==> src/rtl/ped_service_scheduler.sv <==
// Pedestrian service scheduler: latches NS/EW button presses, arbitrates round-robin,
// requests an all-red window, then times WALK, CLEAR and the vehicle GAP. Optional: EMERG_PREEMPT_EN.
module ped_service_scheduler #(
  parameter int unsigned WALK_CYCLES  = 8,
  parameter int unsigned CLEAR_CYCLES = 4,
  parameter int unsigned GAP_CYCLES   = 6,
  parameter int unsigned CNT_W        = 8
) (
  input  logic clk,
  input  logic rst,
  input  logic btn_ns,
  input  logic btn_ew,
  input  logic svc_grant,
`ifdef EMERG_PREEMPT_EN
  input  logic emerg,
`endif
  output logic svc_req,
  output logic svc_dir,
  output logic walk_ns,
  output logic walk_ew,
  output logic clear_ns,
  output logic clear_ew,
  output logic pend_ns,
  output logic pend_ew,
  output logic svc_done
);

  typedef enum logic [2:0] {IDLE, REQ, WALK, CLEAR, GAP} state_t;

  localparam logic [CNT_W-1:0] WALK_LD  = CNT_W'(WALK_CYCLES - 1);
  localparam logic [CNT_W-1:0] CLEAR_LD = CNT_W'(CLEAR_CYCLES - 1);
  localparam logic [CNT_W-1:0] GAP_LD   = CNT_W'(GAP_CYCLES - 1);

  state_t           state, state_nxt;
  logic [CNT_W-1:0] cnt, cnt_nxt;
  logic             dir_q, dir_nxt;
  logic             last_dir, last_dir_nxt;
  logic             btn_q_ns, btn_q_ew;
  logic             pend_ns_nxt, pend_ew_nxt;
  logic             rise_ns, rise_ew;
  logic             grant_take;
  logic             emerg_i;
  logic             busy;

`ifdef EMERG_PREEMPT_EN
  assign emerg_i = emerg;
`else
  assign emerg_i = 1'b0;
`endif

  assign rise_ns = btn_ns & ~btn_q_ns;
  assign rise_ew = btn_ew & ~btn_q_ew;

  always_ff @(posedge clk or negedge rst) begin
    if (!rst) begin
      state    <= IDLE;
      cnt      <= '0;
      dir_q    <= 1'b0;
      last_dir <= 1'b1;
      btn_q_ns <= 1'b0;
      btn_q_ew <= 1'b0;
      pend_ns  <= 1'b0;
      pend_ew  <= 1'b0;
    end else begin
      state    <= state_nxt;
      cnt      <= cnt_nxt;
      dir_q    <= dir_nxt;
      last_dir <= last_dir_nxt;
      btn_q_ns <= btn_ns;
      btn_q_ew <= btn_ew;
      pend_ns  <= pend_ns_nxt;
      pend_ew  <= pend_ew_nxt;
    end
  end

  always_comb begin
    state_nxt    = state;
    cnt_nxt      = cnt;
    dir_nxt      = dir_q;
    last_dir_nxt = last_dir;
    grant_take   = 1'b0;
    unique case (state)
      IDLE: begin
        if (pend_ns | pend_ew) begin
          // both pending: serve the direction not served last
          dir_nxt   = (pend_ns & pend_ew) ? ~last_dir : pend_ew;
          state_nxt = REQ;
        end
      end
      REQ: begin
        if (emerg_i) begin
          state_nxt = GAP;
          cnt_nxt   = GAP_LD;
        end else if (svc_grant) begin
          grant_take   = 1'b1;
          last_dir_nxt = dir_q;
          cnt_nxt      = WALK_LD;
          state_nxt    = WALK;
        end
      end
      WALK: begin
        if (!svc_grant || emerg_i || cnt == '0) begin
          state_nxt = CLEAR;
          cnt_nxt   = CLEAR_LD;
        end else begin
          cnt_nxt = cnt - 1'b1;
        end
      end
      CLEAR: begin
        if (cnt == '0) begin
          state_nxt = GAP;
          cnt_nxt   = GAP_LD;
        end else begin
          cnt_nxt = cnt - 1'b1;
        end
      end
      GAP: begin
        if (cnt != '0) begin
          cnt_nxt = cnt - 1'b1;
        end else if (!emerg_i) begin
          state_nxt = IDLE;
        end
      end
      default: begin
        state_nxt = IDLE;
        cnt_nxt   = '0;
      end
    endcase
  end

  // presses for the direction currently walking are dropped; grant acceptance clears
  always_comb begin
    pend_ns_nxt = pend_ns;
    pend_ew_nxt = pend_ew;
    if (rise_ns && !(state == WALK && dir_q == 1'b0)) pend_ns_nxt = 1'b1;
    if (rise_ew && !(state == WALK && dir_q == 1'b1)) pend_ew_nxt = 1'b1;
    if (grant_take && dir_q == 1'b0) pend_ns_nxt = 1'b0;
    if (grant_take && dir_q == 1'b1) pend_ew_nxt = 1'b0;
  end

  assign busy     = (state == REQ) || (state == WALK) || (state == CLEAR);
  assign svc_req  = busy;
  assign svc_dir  = busy & dir_q;
  assign walk_ns  = (state == WALK)  & ~dir_q;
  assign walk_ew  = (state == WALK)  &  dir_q;
  assign clear_ns = (state == CLEAR) & ~dir_q;
  assign clear_ew = (state == CLEAR) &  dir_q;
  assign svc_done = (state == CLEAR) && (cnt == '0);

endmodule

==> config.mk <==
export PLATFORM = sky130hd
export DESIGN_NAME = ped_service_scheduler
export DESIGN_NICKNAME = d
export VERILOG_FILES = /design/src/rtl/ped_service_scheduler.sv
export SDC_FILE = /design/constraint.sdc
export NUM_CORES = 1
export LEC_CHECK = 0
export ABC_AREA = 0
export CAP_MARGIN = 30
export CORE_ASPECT_RATIO = 0.8
export CORE_MARGIN = 5
export CORE_UTILIZATION = 40
export DETAILED_ROUTE_END_ITERATION = 10
export PLACE_DENSITY = 0.65
export RECOVER_POWER = 50
export SETUP_SLACK_MARGIN = 0.2
export SLEW_MARGIN = 20
export SYNTH_ARGS = -nofsm -noshare
export SYNTH_HDL_FRONTEND = slang
export SYNTH_SLANG_ARGS = --single-unit
export TNS_END_PERCENT = 50
==> constraint.sdc <==
create_clock -name clk -period 2.2 [get_ports clk]
set_clock_uncertainty 0.05 [all_clocks]
set_input_delay 0.44 -clock clk [delete_from_list [all_inputs] [get_ports clk]]
set_output_delay 0.44 -clock clk [all_outputs]
set_load 0.05 [all_outputs]
==> results_dict.tcl <==
set metrics [dict create \
    outcome "finished clean" \
    start_kind "flip-flop" \
    period_share 0.9676 \
    cp.required_ns 1.71 \
    power.density_cell_area_nw_per_um2 1656 \
    area.sequential_um2 427.9 \
    route.antenna.remaining_nets 0 \
    cts_tree "done" \
    drt_iter0_drc 90 \
    timing.critical_path.cells "inv_2 > ha_4 > nor4b_4 > nand2_2 > nor2_4 > buf_12" \
    number_of_antenna_violations_at_the_first_check_in_global_routing 0 \
    endpoint_kind "primary output" \
    setup-violations-final 0 \
    globalRouteOverflowTotal 0 \
    insertion_delay_ns 0.30 \
    worstMarginPinSlew_ns 0.9038 \
    crit_arrival_ns 1.64 \
    r2r_slack_ns 0.23 \
    multi_input_comb_area_um2 649.4 \
    drive_above_1_share 0.3077 \
    area_of_the_mapped_netlist_um2 1079 \
    criticalPathCategory "flip-flop to primary output" \
    n_antenna_cell 0 \
    cts-hold-fix-buffers 0 \
    h-tree-depth 1 \
    detail_route.first_pass.iterations 4 \
    coreArea_um2 2522 \
    final_common_cell "buf_4" \
    number_of_global_route_vias_before_repair 1037 \
    finalPower_w 0.002505 \
    layout-area-overhead-vs-synth_pct 40.26 \
    synthCells 126 \
    drv_slew 0 \
    synth-edff-count 0 \
    num-fill-cells 225 \
    vdd.ir_drop.worst_mv 0.8178 \
    portBuffers 13 \
    power.share.combinational 0.688 \
    io_pins 14 \
    sw_frac 0.4916 \
    grt_start_max_net_pins 18 \
    postSynth.asyncResetShare 1.000 \
    min_path_type "flip-flop to flip-flop" \
    cellLeakagePower_nw 0.6275 \
    rsz0062_at_grt "yes" \
    yosys.cell_types.count 42 \
    switching_power_w 0.001231 \
    track_usage 0.1652 \
    half_perimeter_wire_length_after_placement_um 2102 \
    timing_hold_violations_final 0 \
    gpl.final_weighted_congestion 0.8343 \
    global_route_wire_length_before_repair_um 4899 \
    synthesis.area_per_instance_um2 8.560 \
    row_count 16 \
    synth.ff_latch_count 17 \
    yosysSeqAreaShare 0.3956 \
    cell_internal_pwr_w 0.001274 \
    final_period_minus_worst_setup_slack_ns 2.129 \
    timing.fmax_mhz 469.7 \
    drc_errors 0 \
    non_filler_instance_count_after_layout 192 \
    finish.utilization 0.5997 \
    die-height_um 56.45 \
    max_slew_margin 0.3974 \
    most-common-layout-cells "buf_4 (16), dfrtp_1 (15), nor2_1 (14)" \
    critical-path-slowest-cell "dfrtp_1" \
    synth_fp_nets 132 \
    max-clock-path-buffers 2 \
    cts_bufs_inserted 3 \
    p_seq_frac 0.244 \
    placed_cells 181 \
    worst_path_dominant_cell_family "simple AND/OR/NAND/NOR gates" \
    wirelength_um 2975 \
    slowest_delay_ns 0.43 \
    cts_root_buffer "clkbuf_4" \
    clkSlewWorstSetupHoldPaths_ns 0.10 \
    timing.max_cap.violations 0 \
    cts.sink_count 17 \
    worst-path-buf-inv 2 \
    critical_path.max_fanout 4 \
    fin_tns_setup_ns 0 \
    design.final.nets 163 \
    drt-wirelength-per-cell_um 15.49 \
    yosys_warnings 0 \
    floorplan.initialDensity 0.4276 \
    clkPwrFrac 0.068 \
    ys_dominant_reg_cell "dfrtp_1" \
    die_w_um 68.06 \
    detail_routed_via_count_per_cell 5.818 \
    dieArea_um2 3841 \
    vias 1117 \
]
## worst reg2reg max path: cells and delay by family, from the launching register on
kind	cells	cell delay, ns
AO/OA/AOI/OAI	3	0.35
adder cells (fa/ha/maj)	1	0.15
buffers and inverters	5	0.63
flip-flops	1	0.43
AND/OR/NAND/NOR	1	0.24
## state kept, by name, summed over array words and instances (netlist names)
register / flops
last_dir: 1
cnt: 8
dir_q: 1
pend_ew: 1
state: 3
btn_q_ns: 1
btn_q_ew: 1
pend_ns: 1
## through the flow
step / hold slack (ns) / worst slack, ns / cell area, µm²
after global placement: 0.4193 / 0.3121 / 1385
after CTS: 0.4195 / 0.1091 / 1466
after global routing: 0.4789 / 0.002550 / 1513
after detailed placement: 0.4225 / 0.2565 / 1385
after floorplan: 0.09441 / 0.08410 / 1086
final: 0.4333 / 0.07117 / 1513
## final timing paths
kind,start,endpoint,cells past startpoint
min reg2reg,last_dir,last_dir,2
max in group asynchronous,rst,state[2],2
min in group asynchronous,rst,dir_q,2
max,cnt[1],svc_done,6
max reg2reg,cnt[1],cnt[5],10
min,last_dir,last_dir,2
## Yosys cell counts, drive strengths merged, types with 2 or more instances
master  number  share of area
a311o        2          0.019
a211oi       2          0.014
clkbuf       2         0.0070
dfrtp       16           0.37
inv          7          0.024
nand2       13          0.048
a31oi        5          0.029
buf          3          0.020
nor3         7          0.037
nand2b       2          0.012
nor2        18          0.063
or3b         2          0.016
o21ai        6          0.028
a21oi        7          0.036
o221ai       2          0.016
o211ai       4          0.028
nor2b        3          0.017
a21o         3          0.021
a22oi        2          0.014
nand3        3          0.014
## routing by layer
| metal | vias up | wire (µm) | share of wire | GRT usage |
|---|---|---|---|---|
| li1 | 523 | - | - | - |
| met1 | 541 | 1353 | 0.45 | 0.2399 |
| met4 | 0 | 39 | 0.013 | 0.05382 |
| met2 | 46 | 1388 | 0.47 | 0.2294 |
| met5 | - | 0 | 0 | 0 |
| met3 | 7 | 193 | 0.065 | 0.04990 |
## logic make-up (layout without fill, tap and decap cells)
family | Yosys count | after routing | synth area share
flip-flops | 17 | 17 | 0.3956
buffers and inverters | 12 | 42 | 0.05105
XOR/XNOR | 1 | 1 | 0.008122
AND/OR/NAND/NOR | 55 | 55 | 0.2726
AO/OA/AOI/OAI | 40 | 40 | 0.2610
adder cells (fa/ha/maj) | 1 | 1 | 0.01160
## layout make-up
type,count,share of cell area
clock buffers,3,0.01489
clock inverters,1,0.003309
inverters,7,0.01737
multi-input cells,97,0.4293
flip-flops and latches,17,0.2829
well taps,36,0.02978
repair buffers,31,0.2225
## power by group through the flow
stage | Combinational (W) | Sequential [W] | Clock [W]
CTS | 0.00162 | 0.000602 | 0.000175
global placement | 0.00152 | 0.000605 | 0
global route | 0.00184 | 0.000628 | 0.000189
floorplan | 0.000965 | 0.000604 | 0
finish | 0.00172 | 0.000611 | 0.000171
detailed placement | 0.00154 | 0.000613 | 0
## timing repair
item                                    CTS  global route
buffers inserted                          5             2
gates resized for setup                   8            11
gates cloned                              0             0
pin swaps                                 0             2
endpoints found under the setup margin    7            12
Power figures use the tool's default switching activity.
